`src/rtl/pipe_stall_ctrl.sv`:
```
// rtl/pipe_stall_ctrl.sv - pipeline stall, flush, drain and halt control with IF/ID register
module pipe_stall_ctrl (
    input  logic        clk,
    input  logic        rst,
    input  logic        stall_req,
    input  logic        flush,
    input  logic        halt_req,
    input  logic        resume,
    input  logic        mem_busy,
    input  logic [15:0] instr_in,
    input  logic [15:0] pc_in,
    output logic        pc_enable,
    output logic [15:0] ifid_instr,
    output logic [15:0] ifid_pc,
    output logic        ifid_valid,
    output logic        bubble,
    output logic        pipe_freeze,
    output logic        halted,
    output logic [7:0]  stall_cycles
);

    typedef enum logic [1:0] {
        RUN   = 2'd0,
        DRAIN = 2'd1,
        HALT  = 2'd2
    } state_t;

    state_t     state;
    state_t     state_next;
    logic [1:0] drain_cnt;
    logic [1:0] drain_next;
    logic       ifid_load;
    logic       ifid_nop;
    logic       count_en;

    // State and drain counter register
    always_ff @(posedge clk) begin
        if (rst) begin
            state     <= RUN;
            drain_cnt <= 2'd0;
        end else begin
            state     <= state_next;
            drain_cnt <= drain_next;
        end
    end

    // Next-state and control decode; in RUN a flush outranks a memory freeze
    always_comb begin
        state_next  = state;
        drain_next  = drain_cnt;
        pc_enable   = 1'b0;
        bubble      = 1'b0;
        pipe_freeze = 1'b0;
        halted      = (state == HALT);
        ifid_load   = 1'b0;
        ifid_nop    = 1'b0;
        case (state)
            RUN: begin
                if (flush) begin
                    pc_enable = 1'b1;
                    bubble    = 1'b1;
                    ifid_nop  = 1'b1;
                end else if (mem_busy) begin
                    pipe_freeze = 1'b1;
                end else if (halt_req) begin
                    bubble     = 1'b1;
                    ifid_nop   = 1'b1;
                    state_next = DRAIN;
                    drain_next = 2'd2;
                end else if (stall_req) begin
                    bubble = 1'b1;
                end else begin
                    pc_enable = 1'b1;
                    ifid_load = 1'b1;
                end
            end
            DRAIN: begin
                if (mem_busy) begin
                    pipe_freeze = 1'b1;
                end else begin
                    bubble = 1'b1;
                    if (drain_cnt <= 2'd1) begin
                        drain_next = 2'd0;
                        state_next = HALT;
                    end else begin
                        drain_next = drain_cnt - 2'd1;
                    end
                end
            end
            HALT: begin
                if (mem_busy) begin
                    pipe_freeze = 1'b1;
                end else begin
                    bubble = 1'b1;
                    if (resume) begin
                        state_next = RUN;
                    end
                end
            end
            default: begin
                state_next = RUN;
                drain_next = 2'd0;
            end
        endcase
    end

    // Every PC-hold cycle outside HALT counts toward the stall statistic
    always_comb begin
        count_en = !pc_enable && (state != HALT);
    end

    // IF/ID register: load on normal fetch, clear to an invalid NOP on flush or halt
    always_ff @(posedge clk) begin
        if (rst) begin
            ifid_instr <= 16'h0000;
            ifid_pc    <= 16'h0000;
            ifid_valid <= 1'b0;
        end else if (ifid_nop) begin
            ifid_instr <= 16'h0000;
            ifid_pc    <= 16'h0000;
            ifid_valid <= 1'b0;
        end else if (ifid_load) begin
            ifid_instr <= instr_in;
            ifid_pc    <= pc_in;
            ifid_valid <= 1'b1;
        end
    end

    // Saturating stall-cycle counter
    always_ff @(posedge clk) begin
        if (rst) begin
            stall_cycles <= 8'h00;
        end else if (count_en && (stall_cycles != 8'hFF)) begin
            stall_cycles <= stall_cycles + 8'h01;
        end
    end

endmodule

```
`config.mk`:
```
export PLATFORM = sky130hd
export DESIGN_NAME = pipe_stall_ctrl
export DESIGN_NICKNAME = d
export VERILOG_FILES = /design/src/rtl/pipe_stall_ctrl.sv
export SDC_FILE = /design/constraint.sdc
export NUM_CORES = 1
export LEC_CHECK = 0
export ABC_AREA = 1
export BUFFER_PORTS_ARGS = -buffer_cell sky130_fd_sc_hd__buf_4
export CORE_MARGIN = 1.5
export CORE_UTILIZATION = 40
export CTS_CLUSTER_DIAMETER = 120
export DETAILED_ROUTE_END_ITERATION = 8
export MAX_ROUTING_LAYER = met4
export PLACE_DENSITY = 0.69
export SLEW_MARGIN = 20
export SYNTH_ARGS = -nofsm -noshare
export SYNTH_HDL_FRONTEND = slang
export SYNTH_SLANG_ARGS = --single-unit
```
`constraint.sdc`:
```
create_clock -name clk -period 1.8 [get_ports clk]
set_input_delay 0.09 -clock clk [delete_from_list [all_inputs] [get_ports clk]]
set_output_delay 0.09 -clock clk [all_outputs]
set_load 0.02 [all_outputs]
```
* Word-level counts from Yosys, hierarchy flattened
Cells that the tools add are included.
** Storage, ports and cells
- Bits in registers :: 45
- Input port bits :: 39
- Output and inout port bits :: 45
- Logic and storage cells :: 63
** Cells by class
- $add $sub $neg :: 2
- $lt $le $gt $ge :: 1
- Eq/ne operators :: 11
- Mux-type cells :: 34
- Bitwise gates (word level) :: 1
- Reduce and logical (&&, ||, !) cells :: 8
** Operators by type and width (number)
- 2-bit 2-to-1 mux :: 12
- 1-bit 2-to-1 mux :: 18
- 2-bit != test (second input constant) :: 8
- 2-bit one-hot mux with 3 select lines :: 2
- 8-bit by 1-bit adder with 8-bit output (second input constant) :: 1
- 8-bit != test (second input constant) :: 1
- 7-bit AND reduction :: 1
- 5-bit AND reduction :: 1
- 1-bit one-hot mux with 2 select lines :: 2
- 2-bit OR reduction :: 2
- 2-bit by 1-bit equality test with 1-bit output (second input constant) :: 1
- 2-bit equality test (second input constant) :: 1
- 2-bit by 1-bit less-or-equal comparator with 1-bit output (second input constant) :: 1
- 1-bit logical AND :: 2
- 2-bit logical NOT :: 1
- 2-bit by 1-bit subtractor with 2-bit output (second input constant) :: 1
- 1-bit logical NOT :: 1
- 1-bit inverter :: 1

* Depth between registers and ports, before layout
Gate-level depths: netlist of the first run.
- Word-level depth :: 8
- Gate-level depth with buffers :: 10
- Depth with buffers taken out :: 10

* Least setup slack after synthesis of the first run
OpenSTA, ideal clock, no wires.
- Kind :: reg2reg
- Start :: reg state[0]
- End :: reg stall_cycles[7]
- Library setup time :: 0.115 ns
- Data arrival time :: 1.454 ns
- Required time :: 1.685 ns
- Setup slack :: 0.231 ns
- Stages on the path, launching flop included :: 11
- Path buffers :: 0
- Period minus slack after synthesis :: 1.569 ns
- Cells stage by stage :: dfxtp_1 inv_1 ha_1 inv_2 nor2_4 nand2_4 nand2_1 nor2_1 nand3_1 nand2_1 nor2_1
** Between the ends
- Longest elaborated chain between the ends :: 5
- Elaborated cells between the ends (all ways) :: 6
- Those cells by class :: 1 x eq/ne; 1 x mux; 4 x reduce/logical
** Ends and longest elaborated chain
- start: declaration :: RTL line 28 : state_t state;
- start signal: assignment :: RTL line 42 : state <= state_next;
- 2-bit logical NOT :: RTL line 57 : case (state)
- 1-bit 2-to-1 mux :: RTL line 57
- via pc_enable :: RTL line 12 : output logic pc_enable,
- 1-bit logical NOT :: RTL line 109 : count_en = !pc_enable && (state != HALT);
- 1-bit logical AND :: RTL line 109
- 1-bit logical AND :: RTL line 133 : end else if (count_en && (stall_cycles != 8'hFF)) begin
- end signal: assignment :: RTL line 134 : stall_cycles <= stall_cycles + 8'h01;
- end: declaration :: RTL line 19 : output logic [7:0] stall_cycles
The timed path passes the listed nets, and every way through them passes these cells.
A chain may end at the register's enable or synchronous reset.

* Worst setup path after layout of the first run
- Start :: reg state[0]
- End :: out bubble
** Between the ends
- Longest elaborated chain between the ends :: 3
- Elaborated cells between the ends (all ways) :: 5
- Those cells by class :: 2 x eq/ne; 1 x mux; 2 x reduce/logical
** Ends and longest elaborated chain
- 2-bit equality test or 2-bit by 1-bit equality test with 1-bit output (tied branches) :: RTL line 57
- 2-bit OR reduction (no line)
- 1-bit one-hot mux with 2 select lines * :: RTL line 57
- end: declaration :: RTL line 16 : output logic bubble,
Every way passes the cells marked *; elsewhere a longest branch is shown, timed or not.

==> results of run 1 <==
## per-layer routing
metal | GRT usage [%] | wire [um]
met3 | 5.01 | 379
met2 | 30.1 | 2070
met4 | 4.94 | 49
met5 | - | 0
met1 | 21.6 | 2120
## worst register-to-register path: stages (launching register included)
cell and delay (ps):
dfxtp_2 350, inv_1 120, ha_1 240, inv_2 90, nor2_4 110, nand2_4 80, nor2_8 120, buf_6 220
nand2_1 90, a21oi_1 140
## logic make-up (layout without fill, tap and decap cells)
kind of cell / Yosys count / count (layout) / share of synthesized area [%]
AOI/OAI and AO/OA: 44 / 44 / 11.1
adders and majority gates: 8 / 8 / 4.95
buffers and inverters: 28 / 113 / 7.62
DFF: 45 / 45 / 44.6
and+or+nand+nor: 156 / 156 / 31.8
## cell type report
cell class	instances	area, sq um
fill	478	1990
multi-input combinational	208	973
sequential	45	903
timing repair buffer	87	672
tap	67	83.8
inverter	18	70.1
clock buffer	5	68.8
clock inverter	3	21.3
## timing repair
item | CTS | global route
hold buffers | 1 | 0
resized for setup | 1 | 6
endpoints found under the hold margin | 2 | 0
endpoints found under the setup margin | 5 | 31
## sequential cells by signal, indices dropped and copies added (netlist names)
register and count:
state 2, stall_cycles 8, drain_cnt 2, ifid_pc 16, ifid_instr 16, ifid_valid 1
## layout by cell type, fill, tap and decap left out, types with 3 or more instances in the layout
master and instances:
nand2_1 103, o21ai_0 3, buf_4 84, nand3_1 7, a21oi_1 38, nor2_1 38
clkbuf_8 5, dfxtp_1 43, ha_1 8, inv_1 16
## power groups by stage
stage	registers [mW]	logic, mW	clock network [mW]
finish	1.04	0.348	0.621
global route	1.04	0.390	0.692
CTS	1.04	0.346	0.645
detailed placement	1.06	0.342	0
global placement	1.06	0.340	0
floorplan	1.08	0.184	0
## through the flow
stage	cells	setup WS (ps)
floorplan	281	231
global placement	424	91.4
detailed placement	424	15.1
CTS	433	30.3
global route	433	13.5
finish	433	130
## final timing paths
check	to	start	cells after the start	slack [ps]
max	bubble	state[0]	7	130
min	ifid_pc[0]	pc_in[0]	3	50
max reg2reg	ifid_pc[2]	state[0]	9	180
min reg2reg	ifid_pc[8]	ifid_pc[8]	2	460
==> impl_metrics.env, run 1 <==
export IMPL_status="completed"
export IMPL_postLayoutCoreUtil_pct=58.4
export IMPL_antenna_cells=0
export IMPL_core_area_sq_mm=0.00479
export IMPL_rsz0062_at_grt="false"
export IMPL_yosys_cell_types_count=20
export IMPL_irDropWorstVdd_v=0.000420
export IMPL_seqPwrFrac_pct=51.7
export IMPL_timing_hold_ws_ps=46.1
export IMPL_arrival_ps=1580
export IMPL_drc=0
export IMPL_p_per_area_mw_per_mm2=719
export IMPL_start_util_pct=42.2
export IMPL_routed_via_density=4.57
export IMPL_postCtsSetupRepairBufs=0
export IMPL_path_max_fanout=5
export IMPL_yosysMostFrequentCell="nand2_1"
export IMPL_fin_worst_skew_ps=4.17
export IMPL_hp_class="in2reg"
export IMPL_die_area_sq_mm=0.00549
export IMPL_grt_max_degree=34
export IMPL_slowest_delay_ps=350
export IMPL_htreeDepth=2
export IMPL_synthArstFlopShare_pct=0
export IMPL_first_pass_iters=4
export IMPL_drt_total_wl_mm=4.63
export IMPL_num_vias=1978
export IMPL_cts_tree="done"
export IMPL_cts_root_buffer_cell="clkbuf_8"
export IMPL_slowest_stage="dfxtp_2"
export IMPL_yosys_top_cells_count="nand2_1 (103), dfxtp_1 (45), nor2_1 (39)"
export IMPL_synth_flop_cell="dfxtp_1"
export IMPL_yosys_area_top_type="dfxtp_1"
export IMPL_drive_gt1_share_pct=28.7
export IMPL_crit_buf_inv=3
export IMPL_grt_pass1_vias=1778
export IMPL_p_leak_nw=1.24
export IMPL_port_buffers=83
export IMPL_p_comb_share_pct=17.3
export IMPL_drv_slew=0
export IMPL_drv_cap=0
export IMPL_grt_remaining_overflow=0
export IMPL_syn_area_sq_mm=0.00202
export IMPL_place_area_sq_mm=0.00268
export IMPL_io_pins=84
export IMPL_gp_congestion=0.946
export IMPL_intPower_mw=1.45
export IMPL_tightest_slew_ps=378
export IMPL_grt_pass1_wl_mm=7.57
export IMPL_ys_seq_elements=45
export IMPL_clock_latency_ps=290
export IMPL_syn_num_nets=328
export IMPL_synth_cells=281
export IMPL_crit_path_cell_trace="inv_1 > ha_1 > inv_2 > nor2_1 > o21ai_1 > a21oi_1 > buf_4"
export IMPL_yosys_top_cells_area="dfxtp_1 (45%), nand2_1 (19%), a21oi_1 (9.4%)"
export IMPL_period_needed_ps=1670
export IMPL_worstSetupStartpointType="register"
export IMPL_yosysSeqAreaShare_pct=44.6
export IMPL_relSlewSlack_pct=74.8
export IMPL_synth_edf_count=0
export IMPL_num_rows=25
export IMPL_synth_top_area_share_pct=44.6
export IMPL_netSwitchingFraction_pct=27.9
export IMPL_end_kind="output port"
export IMPL_hpwl_mm=3.35
export IMPL_clock_sinks=45
export IMPL_fin_area_sq_mm=0.00279
export IMPL_wl_per_cell_um=10.7
export IMPL_finalSetupViolCount=0
export IMPL_grtUsageTotal_pct=18.1
export IMPL_numCtsBuffers=5
export IMPL_total_power_mw=2.01
export IMPL_period_share_pct=92.8
export IMPL_cp_top_family="buffers and inverters"
export IMPL_fmax_mhz=599
export IMPL_clk_pin_slew_ps=90
export IMPL_required_ps=1710
export IMPL_avgSynthCellArea_sq_um=7.19
export IMPL_nets=412
export IMPL_p_sw_mw=0.561
export IMPL_ant_nets=0
export IMPL_crit_type="reg2out"
export IMPL_area_growth_pct=38.2
export IMPL_die_w_um=74.1
export IMPL_setup_tns_final_ps=0
export IMPL_die_height_um=74.1
export IMPL_clock_path_buffers=2
export IMPL_dr_first_iter_drc_count=84
export IMPL_hold_violations=0
export IMPL_ys_warn_count=0
export IMPL_clkPwrFrac_pct=30.9
export IMPL_antenna_found_initial=0
Power figures use the tool's default switching activity.
==> inputs of run 2 (changes only) <==
Settings changed: CORE_ASPECT_RATIO from default to 0.9.
==> run 2 against run 1 <==
Via count rose by 1.3%. Combinational power fell by 2%. Power rose by 0.34%. Final cell count fell by 0.23%. Hold slack got worse by 3.8 ps.
==> impl_metrics.env, run 2 (synthesis gave the netlist of run 1 again) <==
export IMPL_dp_slack_ps=73.4
export IMPL_die_w_um=77.9
export IMPL_die_area_sq_mm=0.00549
export IMPL_fmax_mhz=601
export IMPL_worstSetupStartpointType="register"
export IMPL_clkPwrFrac_pct=31.4
export IMPL_irDropWorstVdd_v=0.000447
export IMPL_drive_gt1_share_pct=28.9
export IMPL_clock_path_buffers=2
export IMPL_intPower_mw=1.45
export IMPL_area_growth_pct=38.5
export IMPL_first_pass_iters=4
export IMPL_die_height_um=70.4
export IMPL_postLayoutCoreUtil_pct=57.5
export IMPL_wl_per_cell_um=10.9
export IMPL_grt_max_degree=34
export IMPL_r2r_slack_ps=200
export IMPL_required_ps=1710
export IMPL_io_pins=84
export IMPL_top_regs="ifid_instr: 16 flops, ifid_pc: 16 flops, stall_cycles: 8 flops"
export IMPL_netSwitchingFraction_pct=28.3
export IMPL_htreeDepth=2
export IMPL_reg2reg_to="ifid_pc[12]"
export IMPL_fin_worst_skew_ps=5.81
export IMPL_antenna_cells=0
export IMPL_final_fill_count=481
export IMPL_cts_tree="done"
export IMPL_ant_nets=0
export IMPL_hpwl_mm=3.39
export IMPL_p_leak_nw=1.24
export IMPL_rr_worst_depth=10
export IMPL_grt_pass1_wl_mm=7.71
export IMPL_status="completed"
export IMPL_hold_violations=0
export IMPL_layout_common_cells="nand2_1 (103), buf_4 (85), dfxtp_1 (43), nor2_1 (38), a21oi_1 (38)"
export IMPL_hp_class="in2reg"
export IMPL_antenna_found_initial=0
export IMPL_num_rows=24
export IMPL_drv_cap=0
export IMPL_drv_slew=0
export IMPL_numCtsBuffers=5
export IMPL_setup_tns_final_ps=0
export IMPL_seqPwrFrac_pct=51.6
export IMPL_hold_start="instr_in[2]"
export IMPL_clock_sinks=45
export IMPL_layout_commonest_cell="nand2_1"
export IMPL_start_util_pct=41.5
export IMPL_routed_via_density=4.64
export IMPL_hold_path_cell_count=3
export IMPL_tightest_slew_ps=371
export IMPL_period_share_pct=92.5
export IMPL_path_max_fanout=5
export IMPL_grtUsageTotal_pct=17.8
export IMPL_relSlewSlack_pct=75.3
export IMPL_drc=0
export IMPL_hold_end="ifid_instr[2]"
export IMPL_crit_type="reg2out"
export IMPL_rsz0062_at_grt="false"
export IMPL_cts_root_buffer_cell="clkbuf_8"
export IMPL_clk_pin_slew_ps=90
export IMPL_clock_latency_ps=300
export IMPL_end_kind="output port"
export IMPL_p_per_area_mw_per_mm2=720
export IMPL_p_sw_mw=0.570
export IMPL_nets=413
export IMPL_total_power_mw=2.02
export IMPL_dr_first_iter_drc_count=107
export IMPL_port_buffers=83
export IMPL_timing_hold_ws_ps=42.3
export IMPL_finalSetupViolCount=0
export IMPL_grt_remaining_overflow=0
export IMPL_gp_congestion=0.849
export IMPL_drt_total_wl_mm=4.70
export IMPL_crit_start="state[0]"
export IMPL_core_area_sq_mm=0.00486
export IMPL_grt_pass1_vias=1793
export IMPL_num_vias=2004
export IMPL_period_needed_ps=1660
export IMPL_setup_ws_ps=136
export IMPL_p_comb_share_pct=16.9
export IMPL_timing_rr_start="state[1]"
export IMPL_arrival_ps=1570
run 2: cell count changes in the layout (fill, tap and decap cells not counted), sizes merged:
cell  before  now
buf       86   87
run 2: power groups by stage:
| stage | clock network [mW] | registers, mW | logic [mW] |
|---|---|---|---|
| finish | 0.634 | 1.04 | 0.341 |
| global route | 0.689 | 1.04 | 0.378 |
| CTS | 0.652 | 1.04 | 0.343 |
| detailed placement | 0 | 1.06 | 0.340 |
| global placement | 0 | 1.06 | 0.338 |
| floorplan | 0 | 1.08 | 0.184 |
run 2: cell type report:
class	count	area (sq um)	share of cell area, %
multi-input cells	208	968	34.6
clock inverters	3	21.3	0.760
inverters	18	67.6	2.41
clock buffers	5	68.8	2.46
repair buffers	88	688	24.6
flip-flops and latches	45	903	32.3
well taps	65	81.3	2.91
run 2: worst max-delay path by stage:
stage	to	slack, ps
final	bubble	140
after global routing	bubble	2
after CTS	stall_cycles[2]	40
after detailed placement	stall_cycles[2]	70
after global placement	stall_cycles[1]	180
after floorplan	stall_cycles[7]	230
run 2: worst max-delay path: stages (launching register included):
cell and delay (ps):
dfxtp_2 380, inv_1 100, ha_1 250, inv_2 120
nor2_1 50, o21ai_0 140, a21oi_1 80, buf_4 160
run 2: what timing repair did:
action | 4_1_cts | 5_1_grt
setup endpoints to repair | 0 | 37
buffers inserted | 0 | 1
hold buffers | 1 | 0
resized for setup | 0 | 3
endpoints found under the hold margin | 2 | 0
run 2: stage by stage:
step,instances,cell area (sq um)
CTS,431,2790
global placement,422,2690
finish,432,2800
floorplan,281,2020
global route,432,2800
detailed placement,422,2690
run 2: metal layers:
| layer | wire length (um) | track usage (%) |
|---|---|---|
| met5 | 0 | - |
| met4 | 31 | 4.76 |
| met3 | 287 | 3.92 |
| met2 | 2190 | 29.5 |
| met1 | 2190 | 22.1 |
==> inputs of run 3 (changes only) <==
Settings changed: CORE_MARGIN 1.5 to 10, GPL_TIMING_DRIVEN from default to 0.
==> run 3 against run 2 <==
Largest cell class unchanged. Core utilization increased by 0.77 points. First-iteration DRC count decreased by 37%. Maximum frequency decreased by 2.8%.
==> impl_metrics.env, run 3 (synthesis gave the netlist of run 1 again) <==
export IMPL_grt_remaining_overflow=0
export IMPL_arrival_ps=1620
export IMPL_timing_hold_ws_ps=45.0
export IMPL_status="completed"
export IMPL_postLayoutCoreUtil_pct=58.3
export IMPL_ant_nets=0
export IMPL_grt_pass1_vias=1876
export IMPL_rsz0062_at_grt="false"
export IMPL_hold_end="ifid_pc[8]"
export IMPL_clock_path_buffers=2
export IMPL_timing_rr_start="state[0]"
export IMPL_hold_violations=0
export IMPL_htreeDepth=2
export IMPL_port_buffers=83
export IMPL_path_max_fanout=5
export IMPL_hold_start="pc_in[8]"
export IMPL_clkPwrFrac_pct=31.9
export IMPL_period_share_pct=95.1
export IMPL_io_pins=84
export IMPL_numCtsBuffers=5
export IMPL_dr_first_iter_drc_count=67
export IMPL_netSwitchingFraction_pct=27.3
export IMPL_gp_congestion=0.874
export IMPL_hpwl_mm=4.27
export IMPL_nets=419
export IMPL_fin_worst_skew_ps=5.70
export IMPL_wl_per_cell_um=12.3
export IMPL_irDropWorstVdd_v=0.000371
export IMPL_place_area_sq_mm=0.00273
export IMPL_hold_path_cell_count=3
export IMPL_clk_pin_slew_ps=90
export IMPL_die_height_um=87.4
export IMPL_intPower_mw=1.48
export IMPL_seqPwrFrac_pct=50.9
export IMPL_hp_class="in2reg"
export IMPL_start_util_pct=41.5
export IMPL_routed_via_density=4.60
export IMPL_crit_path_cell_trace="inv_1 > ha_1 > inv_2 > nor2_1 > o21ai_0 > nor2_1 > buf_4"
export IMPL_dp_slack_ps=73.6
export IMPL_rr_worst_depth=10
export IMPL_clock_sinks=45
export IMPL_antenna_cells=0
export IMPL_drive_gt1_share_pct=29.8
export IMPL_worstSetupStartpointType="register"
export IMPL_drc=0
export IMPL_clock_latency_ps=290
export IMPL_top_regs="ifid_instr: 16 flops, ifid_pc: 16 flops, stall_cycles: 8 flops"
export IMPL_r2r_slack_ps=170
export IMPL_grt_pass1_wl_mm=8.27
export IMPL_total_power_mw=2.04
export IMPL_area_growth_pct=40.4
export IMPL_period_needed_ps=1710
export IMPL_core_area_sq_mm=0.00486
export IMPL_end_kind="output port"
export IMPL_fin_area_sq_mm=0.00284
export IMPL_p_per_area_mw_per_mm2=720
export IMPL_p_leak_nw=1.27
export IMPL_cts_root_buffer_cell="clkbuf_8"
export IMPL_crit_start="state[0]"
export IMPL_cts_tree="done"
export IMPL_crit_type="reg2out"
export IMPL_layout_commonest_cell="nand2_1"
export IMPL_p_comb_share_pct=17.2
export IMPL_setup_ws_ps=87.5
export IMPL_finalSetupViolCount=0
export IMPL_fmax_mhz=584
export IMPL_tightest_slew_ps=427
export IMPL_die_w_um=94.9
export IMPL_num_vias=2016
export IMPL_drv_cap=0
export IMPL_slowest_delay_ps=380
export IMPL_reg2reg_to="ifid_instr[14]"
export IMPL_slowest_stage="dfxtp_2"
export IMPL_grtUsageTotal_pct=12.5
export IMPL_relSlewSlack_pct=71.5
export IMPL_antenna_found_initial=0
export IMPL_num_rows=24
export IMPL_drv_slew=0
export IMPL_cp_common_cell="nor2_1"
export IMPL_setup_tns_final_ps=0
export IMPL_final_cells=438
export IMPL_layout_common_cells="nand2_1 (103), buf_4 (83), dfxtp_1 (43), nor2_1 (38), a21oi_1 (38)"
export IMPL_postCtsSetupRepairBufs=0
export IMPL_die_area_sq_mm=0.00830
export IMPL_grt_max_degree=15
export IMPL_first_pass_iters=4
export IMPL_required_ps=1710
export IMPL_place_inst=429
export IMPL_drt_total_wl_mm=5.37
export IMPL_p_sw_mw=0.557
run 3: cell count changes in the layout (fill, tap and decap cells not counted), sizes merged:
cell | before | now
buf | 87 | 92
clkinvlp | 1 | 0
clkinv | 1 | 2
inv | 19 | 18
clkbuf | 5 | 7
run 3: metal layers:
metal | global-route usage (%) | up-vias | routed length, um
met2 | 21.3 | 55 | 2490
li1 | - | 1058 | -
met1 | 13.6 | 896 | 2450
met4 | 3.26 | 0 | 53
met3 | 4.22 | 7 | 371
met5 | - | - | 0
run 3: power by group through the flow:
| stage | registers, mW | clock network (mW) | logic (mW) |
|---|---|---|---|
| detailed placement | 1.06 | 0 | 0.349 |
| finish | 1.04 | 0.652 | 0.350 |
| floorplan | 1.08 | 0 | 0.184 |
| global placement | 1.06 | 0 | 0.345 |
| CTS | 1.04 | 0.673 | 0.352 |
| global route | 1.04 | 0.713 | 0.387 |
run 3: how the worst max path moves through the flow:
stage,to,cells past startpoint
2_1_floorplan,stall_cycles[7],10
3_3_place_gp,stall_cycles[2],10
3_5_place_dp,stall_cycles[2],10
4_1_cts,bubble,7
5_1_grt,pipe_freeze,7
6_report,pipe_freeze,7
run 3: critical path, delay by kind of cell (launching register included):
kind	cells	cell delay, ps
buf+inv	3	380
fa+ha+maj	1	260
simple gates	2	120
compound gates	1	200
flops	1	380
run 3: cell type report:
type                    count  area, sq um
fillers                   474         2030
multi-input cells         208          968
flip-flops and latches     45          903
repair buffers             84          633
plain buffers              10         86.3
clock buffers               6         82.6
well taps                  65         81.3
inverters                  18         67.6
clock inverters             2         13.8
run 3: what timing repair did:
| action | 4_1_cts | 5_1_grt |
|---|---|---|
| pin swaps | 0 | 0 |
| resized for setup | 2 | 2 |
| setup endpoints to repair | 1 | 3 |
| hold buffers | 1 | 0 |
| endpoints found under the hold margin | 2 | 0 |
